## src/rtl/signed_adder_pkg.sv

```systemverilog
// ----------------------------------------------------------------------------
// signed_adder_pkg
//   Shared constants and helpers for the sign-magnitude adder.
//   - WIDTH_DEFAULT : default magnitude width of each operand
//   - sum_width()   : width of the signed result (WIDTH + 2)
//   - HELPER_W      : working width of the conversion helper
//   - sm_to_tc_fn() : sign-magnitude to two's complement conversion
// ----------------------------------------------------------------------------
package signed_adder_pkg;

    localparam int WIDTH_DEFAULT = 4;

    // The conversion helper works at a fixed width and callers narrow the
    // result. This lets one package function serve any WIDTH, provided
    // WIDTH + 2 <= HELPER_W.
    localparam int HELPER_W = 32;

    // Two extra bits: one for the carry out of |A| + |B| and one for the sign.
    function automatic int sum_width(input int width);
        return width + 2;
    endfunction

    // Negative zero needs no special case: -0 is 0 in two's complement.
    function automatic logic signed [HELPER_W-1:0] sm_to_tc_fn(
        input logic [HELPER_W-1:0] mag,
        input logic                neg
    );
        logic signed [HELPER_W-1:0] pos;
        pos = $signed(mag);
        return neg ? -pos : pos;
    endfunction

endpackage

```

## src/rtl/signed_adder_sm_to_tc.sv

```systemverilog
// ----------------------------------------------------------------------------
// sm_to_tc
//   Converts one sign-magnitude operand into a SUM_W-bit two's complement
//   value. The block is purely combinational.
//   Ports:
//     mag_i  [WIDTH-1:0]  unsigned magnitude
//     sign_i              sign (0 = positive, 1 = negative)
//     tc_o   [SUM_W-1:0]  signed two's complement value
// ----------------------------------------------------------------------------
module sm_to_tc
    import signed_adder_pkg::*;
#(
    parameter  int WIDTH = WIDTH_DEFAULT,
    localparam int SUM_W = sum_width(WIDTH)
) (
    input  logic [WIDTH-1:0]        mag_i,
    input  logic                    sign_i,
    output logic signed [SUM_W-1:0] tc_o
);

    // The magnitude is zero-extended to HELPER_W bits so the helper always
    // sees a non-negative value. The result is then narrowed back to SUM_W
    // bits. This is lossless because |value| < 2^WIDTH fits in SUM_W signed
    // bits.
    assign tc_o = SUM_W'(sm_to_tc_fn(HELPER_W'(mag_i), sign_i));

endmodule

```

## src/rtl/signed_adder.sv

```systemverilog
// ----------------------------------------------------------------------------
// signed_adder
//   Adds two sign-magnitude operands and registers the signed two's
//   complement sum. The result appears one cycle after the operands are
//   sampled. The result is WIDTH + 2 bits wide, so it never overflows.
//   Ports:
//     Clk              rising-edge clock
//     Reset            synchronous reset, active-high; clears Sum
//     A   [WIDTH-1:0]  magnitude of operand A
//     B   [WIDTH-1:0]  magnitude of operand B
//     S0               sign of A (1 = negative)
//     S1               sign of B (1 = negative)
//     Sum [SUM_W-1:0]  registered signed sum, two's complement
// ----------------------------------------------------------------------------
module signed_adder
    import signed_adder_pkg::*;
#(
    parameter  int WIDTH = WIDTH_DEFAULT,
    localparam int SUM_W = sum_width(WIDTH)
) (
    input  logic             Clk,
    input  logic             Reset,
    input  logic [WIDTH-1:0] A,
    input  logic [WIDTH-1:0] B,
    input  logic             S0,
    input  logic             S1,
    output logic [SUM_W-1:0] Sum
);

    logic signed [SUM_W-1:0] a_tc;
    logic signed [SUM_W-1:0] b_tc;
    logic signed [SUM_W-1:0] sum_d;
    logic signed [SUM_W-1:0] sum_q;

    // ---- operand conversion (combinational) ----
    sm_to_tc #(
        .WIDTH (WIDTH)
    ) u_conv_a (
        .mag_i  (A),
        .sign_i (S0),
        .tc_o   (a_tc)
    );

    sm_to_tc #(
        .WIDTH (WIDTH)
    ) u_conv_b (
        .mag_i  (B),
        .sign_i (S1),
        .tc_o   (b_tc)
    );

    // The sum is at most 2*(2^WIDTH - 1) in magnitude, which fits in SUM_W
    // signed bits, so a plain same-width add is exact.
    always_comb begin
        sum_d = a_tc + b_tc;
    end

    // ---- output register ----
    // The spec requires Sum to clear on reset, so this data register is reset.
    always_ff @(posedge Clk) begin
        if (Reset) begin
            sum_q <= '0;
        end else begin
            sum_q <= sum_d;
        end
    end

    assign Sum = sum_q;

endmodule

```

## config.mk

```make
export PLATFORM = sky130hd
export DESIGN_NAME = signed_adder
export DESIGN_NICKNAME = d
export VERILOG_FILES = /design/src/rtl/signed_adder_pkg.sv /design/src/rtl/signed_adder_sm_to_tc.sv /design/src/rtl/signed_adder.sv
export SDC_FILE = /design/constraint.sdc
export NUM_CORES = 1
export LEC_CHECK = 0
export CAP_MARGIN = 15
export CORE_AREA = 3 3 40 42
export DETAILED_ROUTE_END_ITERATION = 16
export DIE_AREA = 0 0 43 45
export PLACE_DENSITY_LB_ADDON = 0.12
export SLEW_MARGIN = 20
export SYNTH_ARGS = -nofsm -noshare
export SYNTH_HDL_FRONTEND = slang
export SYNTH_HIERARCHICAL = 1
export SYNTH_SLANG_ARGS = --single-unit
```

## constraint.sdc

```tcl
create_clock -name Clk -period 2.18 [get_ports Clk]
set_input_delay 0.436 -clock Clk [delete_from_list [all_inputs] [get_ports Clk]]
set_output_delay 0.436 -clock Clk [all_outputs]
set_load 0.03 [all_outputs]
```

# Word level (Yosys, flattened, before mapping)

Cells that the tools add are included.

Add/subtract/negate cells: 3
Multiplexer cells: 2

Operator list:

| operator    | count |
|---|---|
| $mux 6      | 2 |
| $neg 4->6   | 2 |
| $add 6x6->6 | 1 |

Flip-flop bits (word level): 6
Output and inout port bits: 6
Word-level logic and storage cells: 6

# Logic depth before layout (Yosys ltp)

Depth after elaboration: 3
Mapped depth: 9

# Modules after synthesis

Netlist, hierarchy kept.

Modules (own cells, without submodules):

| module       | times used | cells an instance | area an instance (um^2) | sequential area each (um^2) |
|---|---|---|---|---|
| signed_adder | 1          | 31                | 326.6                   | 120.1 |
| sm_to_tc     | 2          | 14                | 91.3                    | 0.0 |

# Worst setup path before layout

No wires, ideal clock.

Path type: input to register
Start point: input port A[0]
End point: register sum_q[4] (netlist: Sum[4])
Data arrival time: 1,926 ps
Setup slack: 139 ps
Stages on the path: 9
Buffers on the path: 0
Cells stage by stage: inv_1 -> ha_1 -> nand2_1 -> o21ai_0 -> fa_1 -> a21o_1 -> a21oi_1 -> xor2_1 -> nor2_1

Word-level cells in the longest chain between the ends: 3

Ends and longest elaborated chain:

| what                 | RTL line               | text |
|---|---|---|
| start, declared      | signed_adder.sv:23     | `input logic [WIDTH-1:0] A,` |
| $neg 4->6            | signed_adder_pkg.sv:30 | `return neg ? -pos : pos;` |
| $mux 6               | signed_adder_pkg.sv:30 |  |
| named net a_tc[1]    | signed_adder.sv:30     | `logic signed [SUM_W-1:0] a_tc;` |
| $add 6x6->6          | signed_adder.sv:55     | `sum_d = a_tc + b_tc;` |
| end signal, assigned | signed_adder.sv:64     | `sum_q <= sum_d;` |
| end, declared        | signed_adder.sv:33     | `logic signed [SUM_W-1:0] sum_q;` |

The timed path passes the listed nets, and every way through them passes these cells.
A chain may end at the register's enable or synchronous reset.

# Worst setup path after layout

Start point: input port S1
End point: register sum_q[4] (netlist: Sum[4])

Word-level cells in the longest chain between the ends: 2

Ends and longest elaborated chain:

| what              | RTL line               | text |
|---|---|---|
| start, declared   | signed_adder.sv:26     | `input logic S1,` |
| $mux 6            | signed_adder_pkg.sv:30 |  |
| named net b_tc[2] | signed_adder.sv:31     | `logic signed [SUM_W-1:0] b_tc;` |
| $add 6x6->6       | signed_adder.sv:55     |  |

The timed path passes the listed nets, and every way through them passes these cells.

==> impl_metrics.py <==
metrics = {
    "worst_setup_path": {
        "critPathLaunchType": "primary input",
        "crit_path_end_kind": "flop",
        "max_stage_delay_ns": 0.53,
        "cp_max_fo": 4,
        "crit_path_cell_trace": "clkdlybuf4s50_1 -> buf_4 -> nand2b_4 -> xnor2_1 -> ha_1 -> a21o_1 -> a21oi_2 -> xor2_1 -> nor2_1",
        "critical_path_class": "in2reg",
        "critPathSlowestCell": "clkdlybuf4s50_1",
        "worstPathRequired_ns": 2.31,
        "arrival_ns": 2.20,
    },
    "power_and_ir_drop": {
        "powerDensity_nw_per_um2": 588,
        "total_power_mw": 0.503,
        "ir_drop_mv": 0.194,
        "leakage_nw": 0.413,
    },
    "outcome": {
        "status": "complete, no violations",
    },
    "die": {
        "start_util_pct": 39.6,
        "die_area_sq_um": 1940,
        "die_h_um": 45,
        "io-pin-count": 18,
        "fp.dieW_um": 43,
        "core_area_sq_um": 1280,
        "num_rows": 13,
    },
    "logic_synthesis": {
        "syn_nets": 79,
        "yosys.area.top_type_share_pct": 23.6,
        "yosys.cell_count.top_type": "ha_1",
        "synth_cell_types": 20,
        "async_flop_share_pct": 0,
        "yosys.area.top_type": "dfxtp_1",
        "synth_cells": 59,
        "synth-seq-area-share_pct": 23.6,
        "synth_ff_type": "dfxtp_1",
        "synth_edf_count": 0,
        "synthTopCellsByArea": "dfxtp_1 (24%), ha_1 (17%), xnor2_1 (8.6%)",
        "synth_area_sq_um": 509,
        "synthTopCellsByCount": "ha_1 (7), dfxtp_1 (6), inv_1 (6)",
        "synth-seq-cells": 6,
        "syn_avg_cell_area_sq_um": 8.63,
        "yosysWarnings": 6,
    },
    "grt": {
        "grt_max_degree": 7,
        "gr-total-overflow": 0,
        "grt_pass1_vias": 478,
        "antenna_found_initial": 0,
        "grt_pass1_wl_um": 1790,
        "grt.total_usage_pct": 12.8,
    },
    "route": {
        "ant_nets": 0,
        "drc_errors": 0,
        "drt_iter0_drc": 4,
        "met1_length_um": 412,
        "routed.top_layer": "met4",
        "routed_wl_um": 1110,
        "via_per_inst": 4.77,
        "vias": 515,
        "firstDrtPassIters": 3,
        "met3_length_um": 58,
        "post_drt_wl_per_cell_um": 10.3,
        "wl_met2_um": 600,
    },
    "cts": {
        "clkSinkCount": 6,
        "clk_path_buf_depth": 2,
        "cts_root_buf": "clkbuf_4",
        "cts_made_buffers": 3,
        "clkTransAtPathRegs_ns": 0.05,
        "cts_tree": "done",
        "postCtsHoldBufs": 0,
        "htreeDepth": 1,
    },
    "final_layout": {
        "diodes": 0,
        "largest_reg_flops": 6,
        "syn2layout_area_growth_pct": 68.1,
        "drive_gt1_share_pct": 34.4,
        "num-nets-final": 115,
        "fillers": 132,
        "final_area_sq_um": 856,
    },
    "timing": {
        "fin_crit_sh_pct": 94.9,
        "setup_viol": 0,
        "period_needed_ns": 2.07,
        "slew_violations": 0,
        "whs_ns": 0.704,
        "fmax_mhz": 483,
        "final_hold_viol_count": 0,
        "slew_headroom_pct": 79.1,
        "worst_pin_slew_ns": 0.312,
        "fin_ws_ns": 0.111,
    },
    "placement": {
        "dpl.hpwl_um": 925,
        "io_buffers": 17,
        "dpl_cell_area_sq_um": 796,
        "place_ws_ns": -0.486,
        "gp_congestion": 0.735,
    },
    "hold_path": {
        "hold_path_class": "in2reg",
    },
    "job": {
        "maxCapViolCount": 0,
    },
}
metal layers:
| metal | GRT usage [%] | vias to the layer above |
|---|---|---|
| li1 | - | 273 |
| met5 | 0 | - |
| met1 | 10.4 | 224 |
| met3 | 1.20 | 4 |
| met4 | 12.7 | 0 |
| met2 | 26.0 | 14 |
path summary, 6_finish.rpt:
path,depth (start not counted),start,slack (ns),endpoint
setup / recovery,9,S1,0.11,Sum[4]$_SDFF_PP0_
hold / removal,4,B[0],0.70,Sum[0]$_SDFF_PP0_
cell usage in the layout (no fill, tap or decap), types with 3 or more instances in the layout:
cell,n
nor2_1,5
clkbuf_4,3
inv_1,3
buf_4,16
a21oi_1,3
inv_2,3
dfxtp_1,6
ha_1,6
a21oi_2,3
xnor2_1,5
clkdlybuf4s50_1,13
xor2_1,3
report_power, final:
group | internal [mW] | switching, mW
clock | 0.0621 | 0.0383
sequential | 0.130 | 0.00463
combinational | 0.140 | 0.129
total | 0.331 | 0.172
cell type report:
cell class	instances	area (sq um)	area share [%]
Multi-Input combinational cell	45	379	44.3
Timing Repair Buffer	33	293	34.2
Sequential cell	6	120	14.0
Clock buffer	3	22.5	2.63
Inverter	6	22.5	2.63
Tap cell	15	18.8	2.19
worst max-delay path: cells and delay by family:
kind / cells / cell delay [ns]
XOR/XNOR: 2 / 0.27
AND/OR/NAND/NOR: 2 / 0.10
adder cells (fa/ha/maj): 1 / 0.34
buffers and inverters: 2 / 0.69
AO/OA/AOI/OAI: 2 / 0.36
what timing repair did:
item	4_1_cts	5_1_grt
setup endpoints to repair	3	3
resized for setup	10	6
endpoints found under the hold margin	0	0
setup buffers	0	1
pin swaps	8	5
cell families after synthesis:
group / Yosys count / synth area share (%)
AND/OR/NAND/NOR: 14 / 13.5
buffers and inverters: 8 / 7.37
adder cells (fa/ha/maj): 8 / 21.1
AO/OA/AOI/OAI: 15 / 20.6
flip-flops: 6 / 23.6
XOR/XNOR: 8 / 13.8
per-stage QoR:
stage / instances / util (%) / TNS [ns]
2_1_floorplan: 59 / - / 0
3_3_place_gp: 104 / 61.9 / -1.53
3_5_place_dp: 104 / 61.9 / -1.66
4_1_cts: 107 / 64.8 / 0
5_1_grt: 108 / 66.6 / -0.0118
6_report: 108 / 66.6 / 0
Power figures use the tool's default switching activity.
